===== config.mk =====
export PLATFORM = sky130hd
export DESIGN_NAME = id_ex_stage
export DESIGN_NICKNAME = d
export VERILOG_FILES = /design/src/rtl/id_ex_stage.sv
export SDC_FILE = /design/constraint.sdc
export NUM_CORES = 1
export LEC_CHECK = 0
export BUFFER_PORTS_ARGS = -buffer_cell sky130_fd_sc_hd__buf_2
export CAP_MARGIN = 20
export CORE_UTILIZATION = 40
export CTS_BUF_LIST = sky130_fd_sc_hd__clkbuf_4 sky130_fd_sc_hd__clkbuf_8
export DETAILED_ROUTE_END_ITERATION = 8
export PLACE_DENSITY = 0.68
export SLEW_MARGIN = 20
export SYNTH_ARGS = -nofsm -noshare
export SYNTH_HDL_FRONTEND = slang
export SYNTH_SLANG_ARGS = --single-unit

===== constraint.sdc =====
create_clock -name clk -period 5 [get_ports clk]
set_input_delay 0.5 -clock clk [delete_from_list [all_inputs] [get_ports clk]]
set_output_delay 0.5 -clock clk [all_outputs]
set_load 0.01 [all_outputs]

===== src/rtl/id_ex_stage.sv =====
// ID/EX pipeline register with load-use hazard detection.
// Each edge applies hold, bubble or load; bubble_cnt counts inserted bubbles.
module id_ex_stage (
    input  logic        clk,
    input  logic        rst,
    input  logic        id_valid,
    input  logic        id_RegWrite,
    input  logic        id_MemToReg,
    input  logic        id_MemRead,
    input  logic        id_MemWrite,
    input  logic        id_ALUSrc,
    input  logic        id_RegDst,
    input  logic [1:0]  id_ALUOp,
    input  logic [31:0] id_rs_data,
    input  logic [31:0] id_rt_data,
    input  logic [31:0] id_imm,
    input  logic [4:0]  id_Rs,
    input  logic [4:0]  id_Rt,
    input  logic [4:0]  id_Rd,
    input  logic        id_uses_rt,
    input  logic        flush,
    input  logic        ext_stall,
    output logic        ID_EX_valid,
    output logic        ID_EX_RegWrite,
    output logic        ID_EX_MemToReg,
    output logic        ID_EX_MemRead,
    output logic        ID_EX_MemWrite,
    output logic        ID_EX_ALUSrc,
    output logic        ID_EX_RegDst,
    output logic [1:0]  ID_EX_ALUOp,
    output logic [31:0] ID_EX_rs_data,
    output logic [31:0] ID_EX_rt_data,
    output logic [31:0] ID_EX_imm,
    output logic [4:0]  ID_EX_Rs,
    output logic [4:0]  ID_EX_Rt,
    output logic [4:0]  ID_EX_Rd,
    output logic        hazard_stall,
    output logic [15:0] bubble_cnt
);

    logic        valid_q,     valid_d;
    logic        reg_write_q, reg_write_d;
    logic        mem_to_reg_q, mem_to_reg_d;
    logic        mem_read_q,  mem_read_d;
    logic        mem_write_q, mem_write_d;
    logic        alu_src_q,   alu_src_d;
    logic        reg_dst_q,   reg_dst_d;
    logic [1:0]  alu_op_q,    alu_op_d;
    logic [31:0] rs_data_q,   rs_data_d;
    logic [31:0] rt_data_q,   rt_data_d;
    logic [31:0] imm_q,       imm_d;
    logic [4:0]  rs_q,        rs_d;
    logic [4:0]  rt_q,        rt_d;
    logic [4:0]  rd_q,        rd_d;
    logic [15:0] bubble_cnt_q, bubble_cnt_d;

    // Load-use: the load in EX writes a register the ID instruction reads; $zero never hazards.
    assign hazard_stall = valid_q & mem_read_q & (rt_q != 5'd0) & id_valid &
                          ((rt_q == id_Rs) | (id_uses_rt & (rt_q == id_Rt)));

    // Next-state selection: hold, bubble, or load, in that priority.
    always_comb begin
        valid_d      = valid_q;
        reg_write_d  = reg_write_q;
        mem_to_reg_d = mem_to_reg_q;
        mem_read_d   = mem_read_q;
        mem_write_d  = mem_write_q;
        alu_src_d    = alu_src_q;
        reg_dst_d    = reg_dst_q;
        alu_op_d     = alu_op_q;
        rs_data_d    = rs_data_q;
        rt_data_d    = rt_data_q;
        imm_d        = imm_q;
        rs_d         = rs_q;
        rt_d         = rt_q;
        rd_d         = rd_q;
        bubble_cnt_d = bubble_cnt_q;
        if (ext_stall) begin
            bubble_cnt_d = bubble_cnt_q;
        end else if (flush || hazard_stall) begin
            // Specifiers and data are cleared too so a bubble never matches a forwarding compare.
            valid_d      = 1'b0;
            reg_write_d  = 1'b0;
            mem_to_reg_d = 1'b0;
            mem_read_d   = 1'b0;
            mem_write_d  = 1'b0;
            alu_src_d    = 1'b0;
            reg_dst_d    = 1'b0;
            alu_op_d     = 2'b00;
            rs_data_d    = 32'd0;
            rt_data_d    = 32'd0;
            imm_d        = 32'd0;
            rs_d         = 5'd0;
            rt_d         = 5'd0;
            rd_d         = 5'd0;
            if (bubble_cnt_q != 16'hFFFF) begin
                bubble_cnt_d = bubble_cnt_q + 16'd1;
            end else begin
                bubble_cnt_d = bubble_cnt_q;
            end
        end else begin
            valid_d      = id_valid;
            reg_write_d  = id_RegWrite & id_valid;
            mem_to_reg_d = id_MemToReg & id_valid;
            mem_read_d   = id_MemRead  & id_valid;
            mem_write_d  = id_MemWrite & id_valid;
            alu_src_d    = id_ALUSrc   & id_valid;
            reg_dst_d    = id_RegDst   & id_valid;
            alu_op_d     = id_ALUOp & {2{id_valid}};
            rs_data_d    = id_rs_data;
            rt_data_d    = id_rt_data;
            imm_d        = id_imm;
            rs_d         = id_Rs;
            rt_d         = id_Rt;
            rd_d         = id_Rd;
        end
    end

    // Pipeline register state with asynchronous clear.
    always_ff @(posedge clk or posedge rst) begin
        if (rst) begin
            valid_q      <= 1'b0;
            reg_write_q  <= 1'b0;
            mem_to_reg_q <= 1'b0;
            mem_read_q   <= 1'b0;
            mem_write_q  <= 1'b0;
            alu_src_q    <= 1'b0;
            reg_dst_q    <= 1'b0;
            alu_op_q     <= 2'b00;
            rs_data_q    <= 32'd0;
            rt_data_q    <= 32'd0;
            imm_q        <= 32'd0;
            rs_q         <= 5'd0;
            rt_q         <= 5'd0;
            rd_q         <= 5'd0;
            bubble_cnt_q <= 16'd0;
        end else begin
            valid_q      <= valid_d;
            reg_write_q  <= reg_write_d;
            mem_to_reg_q <= mem_to_reg_d;
            mem_read_q   <= mem_read_d;
            mem_write_q  <= mem_write_d;
            alu_src_q    <= alu_src_d;
            reg_dst_q    <= reg_dst_d;
            alu_op_q     <= alu_op_d;
            rs_data_q    <= rs_data_d;
            rt_data_q    <= rt_data_d;
            imm_q        <= imm_d;
            rs_q         <= rs_d;
            rt_q         <= rt_d;
            rd_q         <= rd_d;
            bubble_cnt_q <= bubble_cnt_d;
        end
    end

    assign ID_EX_valid    = valid_q;
    assign ID_EX_RegWrite = reg_write_q;
    assign ID_EX_MemToReg = mem_to_reg_q;
    assign ID_EX_MemRead  = mem_read_q;
    assign ID_EX_MemWrite = mem_write_q;
    assign ID_EX_ALUSrc   = alu_src_q;
    assign ID_EX_RegDst   = reg_dst_q;
    assign ID_EX_ALUOp    = alu_op_q;
    assign ID_EX_rs_data  = rs_data_q;
    assign ID_EX_rt_data  = rt_data_q;
    assign ID_EX_imm      = imm_q;
    assign ID_EX_Rs       = rs_q;
    assign ID_EX_Rt       = rt_q;
    assign ID_EX_Rd       = rd_q;
    assign bubble_cnt     = bubble_cnt_q;

endmodule


==> flow_summary.html <==
<table>
<tr><th>Metric</th><th>Value</th></tr>
<tr><th colspan="2">Clock tree</th></tr>
<tr><td>Total number of H-tree levels</td><td>4</td></tr>
<tr><td>Clock latency of the later-clocked register in the worst-skew pair</td><td>0.42 ns</td></tr>
<tr><td>Root buffer selected by CTS</td><td>sky130_fd_sc_hd__clkbuf_8</td></tr>
<tr><td>CTS Buf Count</td><td>17</td></tr>
<tr><td># clock sinks</td><td>136</td></tr>
<tr><td>Maximum buffer depth of the clock tree</td><td>2</td></tr>
<tr><td>Post-CTS Setup Inserts</td><td>0</td></tr>
<tr><td>Clock edge transition at the registers on the reported setup and hold paths</td><td>0.08 ns</td></tr>
<tr><td>CTS Hold Buffers Added</td><td>0</td></tr>
<tr><td>Cells resized by post-CTS repair</td><td>0</td></tr>
<tr><td>TritonCTS clock tree</td><td>done</td></tr>
<tr><th colspan="2">STA</th></tr>
<tr><td>Total count of hold-check failures in the final report</td><td>0</td></tr>
<tr><td>Clk_skew</td><td>0.00845 ns</td></tr>
<tr><td>Max-slew violation total from the final report</td><td>0</td></tr>
<tr><td>Count of endpoints failing setup in the final report</td><td>0</td></tr>
<tr><td>Worst-margin pin slew</td><td>0.769 ns</td></tr>
<tr><td>Fmax</td><td>0.355 GHz</td></tr>
<tr><td>Max_slew headroom</td><td>0.486</td></tr>
<tr><td>Minimum clock period</td><td>2.82 ns</td></tr>
<tr><td>RSZ-0062 raised after global routing</td><td>no</td></tr>
<tr><td>Final Cycle Share</td><td>0.564</td></tr>
<tr><td>Total negative slack for setup checks</td><td>0 ns</td></tr>
<tr><th colspan="2">Final layout</th></tr>
<tr><td>Number of antenna diodes</td><td>0</td></tr>
<tr><td>End-of-flow core utilization</td><td>0.552</td></tr>
<tr><td>Commonest non-fill, non-tap cells in the layout</td><td>sky130_fd_sc_hd__buf_2 (260), sky130_fd_sc_hd__dfrtp_1 (136), sky130_fd_sc_hd__a22o_1 (112), sky130_fd_sc_hd__clkbuf_8 (19), sky130_fd_sc_hd__xor2_1 (14)</td></tr>
<tr><td>Cell Count, Final, Fillers Out</td><td>797</td></tr>
<tr><td>Commonest non-fill, non-tap cell in the layout</td><td>sky130_fd_sc_hd__buf_2</td></tr>
<tr><td>Layout Area Growth over Synthesis</td><td>34.3%</td></tr>
<tr><td>Final-stage net count</td><td>739</td></tr>
<tr><td>Layout cells sized above 1</td><td>0.483</td></tr>
<tr><th colspan="2">Global routing</th></tr>
<tr><td>Overall track demand over capacity in global routing</td><td>0.189</td></tr>
<tr><td>Antenna violations before repair</td><td>0</td></tr>
<tr><td>Global-route wire length before repair</td><td>19.5 mm</td></tr>
<tr><td>Vias in the first global route</td><td>3,914</td></tr>
<tr><td>Pin count of the biggest net entering global routing</td><td>75</td></tr>
<tr><td>Remaining global-route overflow</td><td>0</td></tr>
<tr><th colspan="2">Hold path</th></tr>
<tr><td>Type of the tightest min-delay check</td><td>input pin to asynchronous set/reset pin</td></tr>
<tr><th colspan="2">Logic synthesis</th></tr>
<tr><td>Portion of the post-synthesis area used by sequential elements</td><td>0.656</td></tr>
<tr><td>Yosys warns</td><td>0</td></tr>
<tr><td>Count of different cell masters after synthesis</td><td>30</td></tr>
<tr><td>Synthesized netlist cell count</td><td>358</td></tr>
<tr><td>Average size of a mapped cell</td><td>14.5 um2</td></tr>
<tr><td>Cell area after synthesis</td><td>5190 um2</td></tr>
<tr><td>Yosys reg bits</td><td>136</td></tr>
<tr><td>Syn Nets</td><td>484</td></tr>
<tr><th colspan="2">Detailed routing</th></tr>
<tr><td>Vias</td><td>4,065</td></tr>
<tr><td>Final ANT Viol Nets</td><td>0</td></tr>
<tr><td>Number of design rule violations left after detail routing</td><td>0</td></tr>
<tr><td>First-pass detailed-route iteration total</td><td>4</td></tr>
<tr><td>Detailed router's first-iteration violation count</td><td>205</td></tr>
<tr><td>Sum of routed wire segments on met1</td><td>5.46 mm</td></tr>
<tr><td>Highest metal used</td><td>met4</td></tr>
<tr><td>Vias/cell</td><td>5.10</td></tr>
<tr><td>Length of routed met2 wiring</td><td>6.46 mm</td></tr>
<tr><td>Per-cell routed wire length</td><td>16.3 um</td></tr>
<tr><td>Total length of routed met3 wires</td><td>913 um</td></tr>
<tr><td>Overall routed net length</td><td>13.0 mm</td></tr>
<tr><th colspan="2">Floorplanning</th></tr>
<tr><td>I/O pin count</td><td>262</td></tr>
<tr><td>Full die area</td><td>13,400 um2</td></tr>
<tr><td>FP Rows</td><td>41</td></tr>
<tr><td>Vertical die dimension</td><td>116 um</td></tr>
<tr><td>Initial core utilization</td><td>0.411</td></tr>
<tr><td>Placeable core region</td><td>12,600 um2</td></tr>
<tr><td>Chip width</td><td>116 um</td></tr>
<tr><th colspan="2">Power</th></tr>
<tr><td>Total leakage power</td><td>0.00378 uW</td></tr>
<tr><td>Fraction of power spent switching nets</td><td>0.269</td></tr>
<tr><td>Design Power</td><td>2560 uW</td></tr>
<tr><td>Power per Cell Area</td><td>367 nW/um2</td></tr>
<tr><td>Part of the power in the clock network</td><td>0.348</td></tr>
<tr><td>Net switching power</td><td>688 uW</td></tr>
<tr><td>Internal power</td><td>1870 uW</td></tr>
<tr><td>Proportion of power drawn by combinational gates</td><td>0.155</td></tr>
<tr><td>Max IR drop VDD</td><td>0.156 mV</td></tr>
<tr><td>Sequential Power Share</td><td>0.497</td></tr>
<tr><th colspan="2">Placement</th></tr>
<tr><td>Quantity of I/O buffers inserted on ports</td><td>261</td></tr>
<tr><td>Last weighted congestion value of the routability-driven placer</td><td>0.803</td></tr>
<tr><td>Final HPWL from detailed placement</td><td>8.92 mm</td></tr>
<tr><td>Placed Instances</td><td>766</td></tr>
<tr><th colspan="2">Run status</th></tr>
<tr><td>Outcome</td><td>completed</td></tr>
<tr><th colspan="2">Setup path</th></tr>
<tr><td>Crit path required time</td><td>5.36 ns</td></tr>
<tr><td>Worst path arrival time</td><td>3.18 ns</td></tr>
<tr><td>Critical path fanouts, max</td><td>31</td></tr>
<tr><td>Critical path endpoint category</td><td>flip-flop</td></tr>
<tr><td>Class of the most critical setup path</td><td>flip-flop to flip-flop</td></tr>
<tr><td>CP startpoint kind</td><td>flip-flop</td></tr>
<tr><th colspan="2">Flow run</th></tr>
<tr><td>Maxcap violations</td><td>0</td></tr>
</table>
[metrics by stage]
stage | instance area [um2] | hold slack [ns] | setup slack, ns
5_1_grt | 6970 | 0.209 | 1.99
4_1_cts | 6970 | 0.192 | 2.14
2_1_floorplan | 5190 | 0.519 | 0.861
6_report | 6970 | 0.176 | 2.18
3_5_place_dp | 6570 | 0.482 | 2.16
3_3_place_gp | 6570 | 0.468 | 2.29
[power by group through the flow]
| stage | combinational (uW) | clock (uW) | sequential, uW |
|---|---|---|---|
| floorplan | 170 | 0 | 1330 |
| global placement | 393 | 0 | 1290 |
| detailed placement | 404 | 0 | 1290 |
| CTS | 404 | 912 | 1270 |
| global route | 435 | 962 | 1290 |
| finish | 397 | 890 | 1270 |
[critical path, stage by stage (launching register included)]
cell and delay [ns]:
sky130_fd_sc_hd__dfrtp_1 0.44, sky130_fd_sc_hd__or4_1 0.56, sky130_fd_sc_hd__o2111ai_2 0.21, sky130_fd_sc_hd__o21bai_2 0.24, sky130_fd_sc_hd__nor2_4 0.66, sky130_fd_sc_hd__buf_4 0.43, sky130_fd_sc_hd__a32o_1 0.21
[cells by family after synthesis]
family	synth area share
AO/OA/AOI/OAI	0.213
flip-flops	0.656
AND/OR/NAND/NOR	0.0458
adder cells (fa/ha/maj)	0.00241
multiplexers	0.00217
XOR/XNOR	0.0422
buffers and inverters	0.0383
[flip-flops by register name, indices dropped and copies added, names as in the netlist, 2 cells and up]
name	count
ID_EX_Rd	5
ID_EX_Rt	5
ID_EX_Rs	5
ID_EX_rt_data	32
ID_EX_imm	32
bubble_cnt	16
ID_EX_ALUOp	2
ID_EX_rs_data	32
[final timing paths]
check                                   from                 to  slack, ns  depth (start not counted)
worst max-delay path             ID_EX_Rt[1]     ID_EX_RegWrite       2.18                          6
worst min-delay path                     rst  ID_EX_rt_data[29]       0.18                          2
worst max register to register   ID_EX_Rt[1]     ID_EX_RegWrite       2.18                          6
worst min register to register  ID_EX_ALUSrc       ID_EX_ALUSrc       0.50                          1
max in group asynchronous                rst   ID_EX_rs_data[9]       3.58                          3
min in group clk                   id_imm[8]       ID_EX_imm[8]       0.29                          2
[synth_stat cells]
master	number	share of area
sky130_fd_sc_hd__nor4_1	2	0.0024
sky130_fd_sc_hd__xnor2_1	11	0.019
sky130_fd_sc_hd__clkbuf_1	13	0.0094
sky130_fd_sc_hd__ha_1	1	0.0024
sky130_fd_sc_hd__nand3_1	7	0.0067
sky130_fd_sc_hd__nor3b_2	1	0.0024
sky130_fd_sc_hd__nor3_1	1	0.00096
sky130_fd_sc_hd__nor2_2	1	0.0012
sky130_fd_sc_hd__dfrtp_1	136	0.66
sky130_fd_sc_hd__mux2_2	1	0.0022
sky130_fd_sc_hd__nor4b_1	4	0.0067
sky130_fd_sc_hd__or4_1	1	0.0014
sky130_fd_sc_hd__buf_2	3	0.0029
sky130_fd_sc_hd__nor2b_1	1	0.0012
sky130_fd_sc_hd__nand2_1	5	0.0036
sky130_fd_sc_hd__a31oi_1	1	0.0012
sky130_fd_sc_hd__buf_1	2	0.0014
sky130_fd_sc_hd__inv_1	1	0.00072
sky130_fd_sc_hd__a32o_1	8	0.015
sky130_fd_sc_hd__and3_1	5	0.0060
sky130_fd_sc_hd__o21bai_2	1	0.0022
sky130_fd_sc_hd__a21oi_1	1	0.00096
sky130_fd_sc_hd__a32oi_1	1	0.0017
sky130_fd_sc_hd__and2_1	1	0.0012
sky130_fd_sc_hd__a22o_1	112	0.19
sky130_fd_sc_hd__buf_6	11	0.024
sky130_fd_sc_hd__nand4_1	8	0.0096
sky130_fd_sc_hd__o2111ai_2	1	0.0029
sky130_fd_sc_hd__nor2_1	3	0.0022
sky130_fd_sc_hd__xor2_1	14	0.024
[per-layer routing]
| layer | vias up | GRT usage |
|---|---|---|
| li1 | 1879 | - |
| met4 | 0 | 0.0675 |
| met3 | 11 | 0.0565 |
| met2 | 159 | 0.317 |
| met1 | 2016 | 0.232 |
| met5 | - | 0 |
[final cells by class]
class | instances | area [um2]
sequential | 136 | 3400
multi-input combinational | 192 | 1590
inverter | 1 | 8.76
clock inverter | 10 | 123
clock buffer | 21 | 277
timing repair buffer | 265 | 1350
tap | 172 | 215
fill | 1110 | 5650
Power figures use the tool's default switching activity.
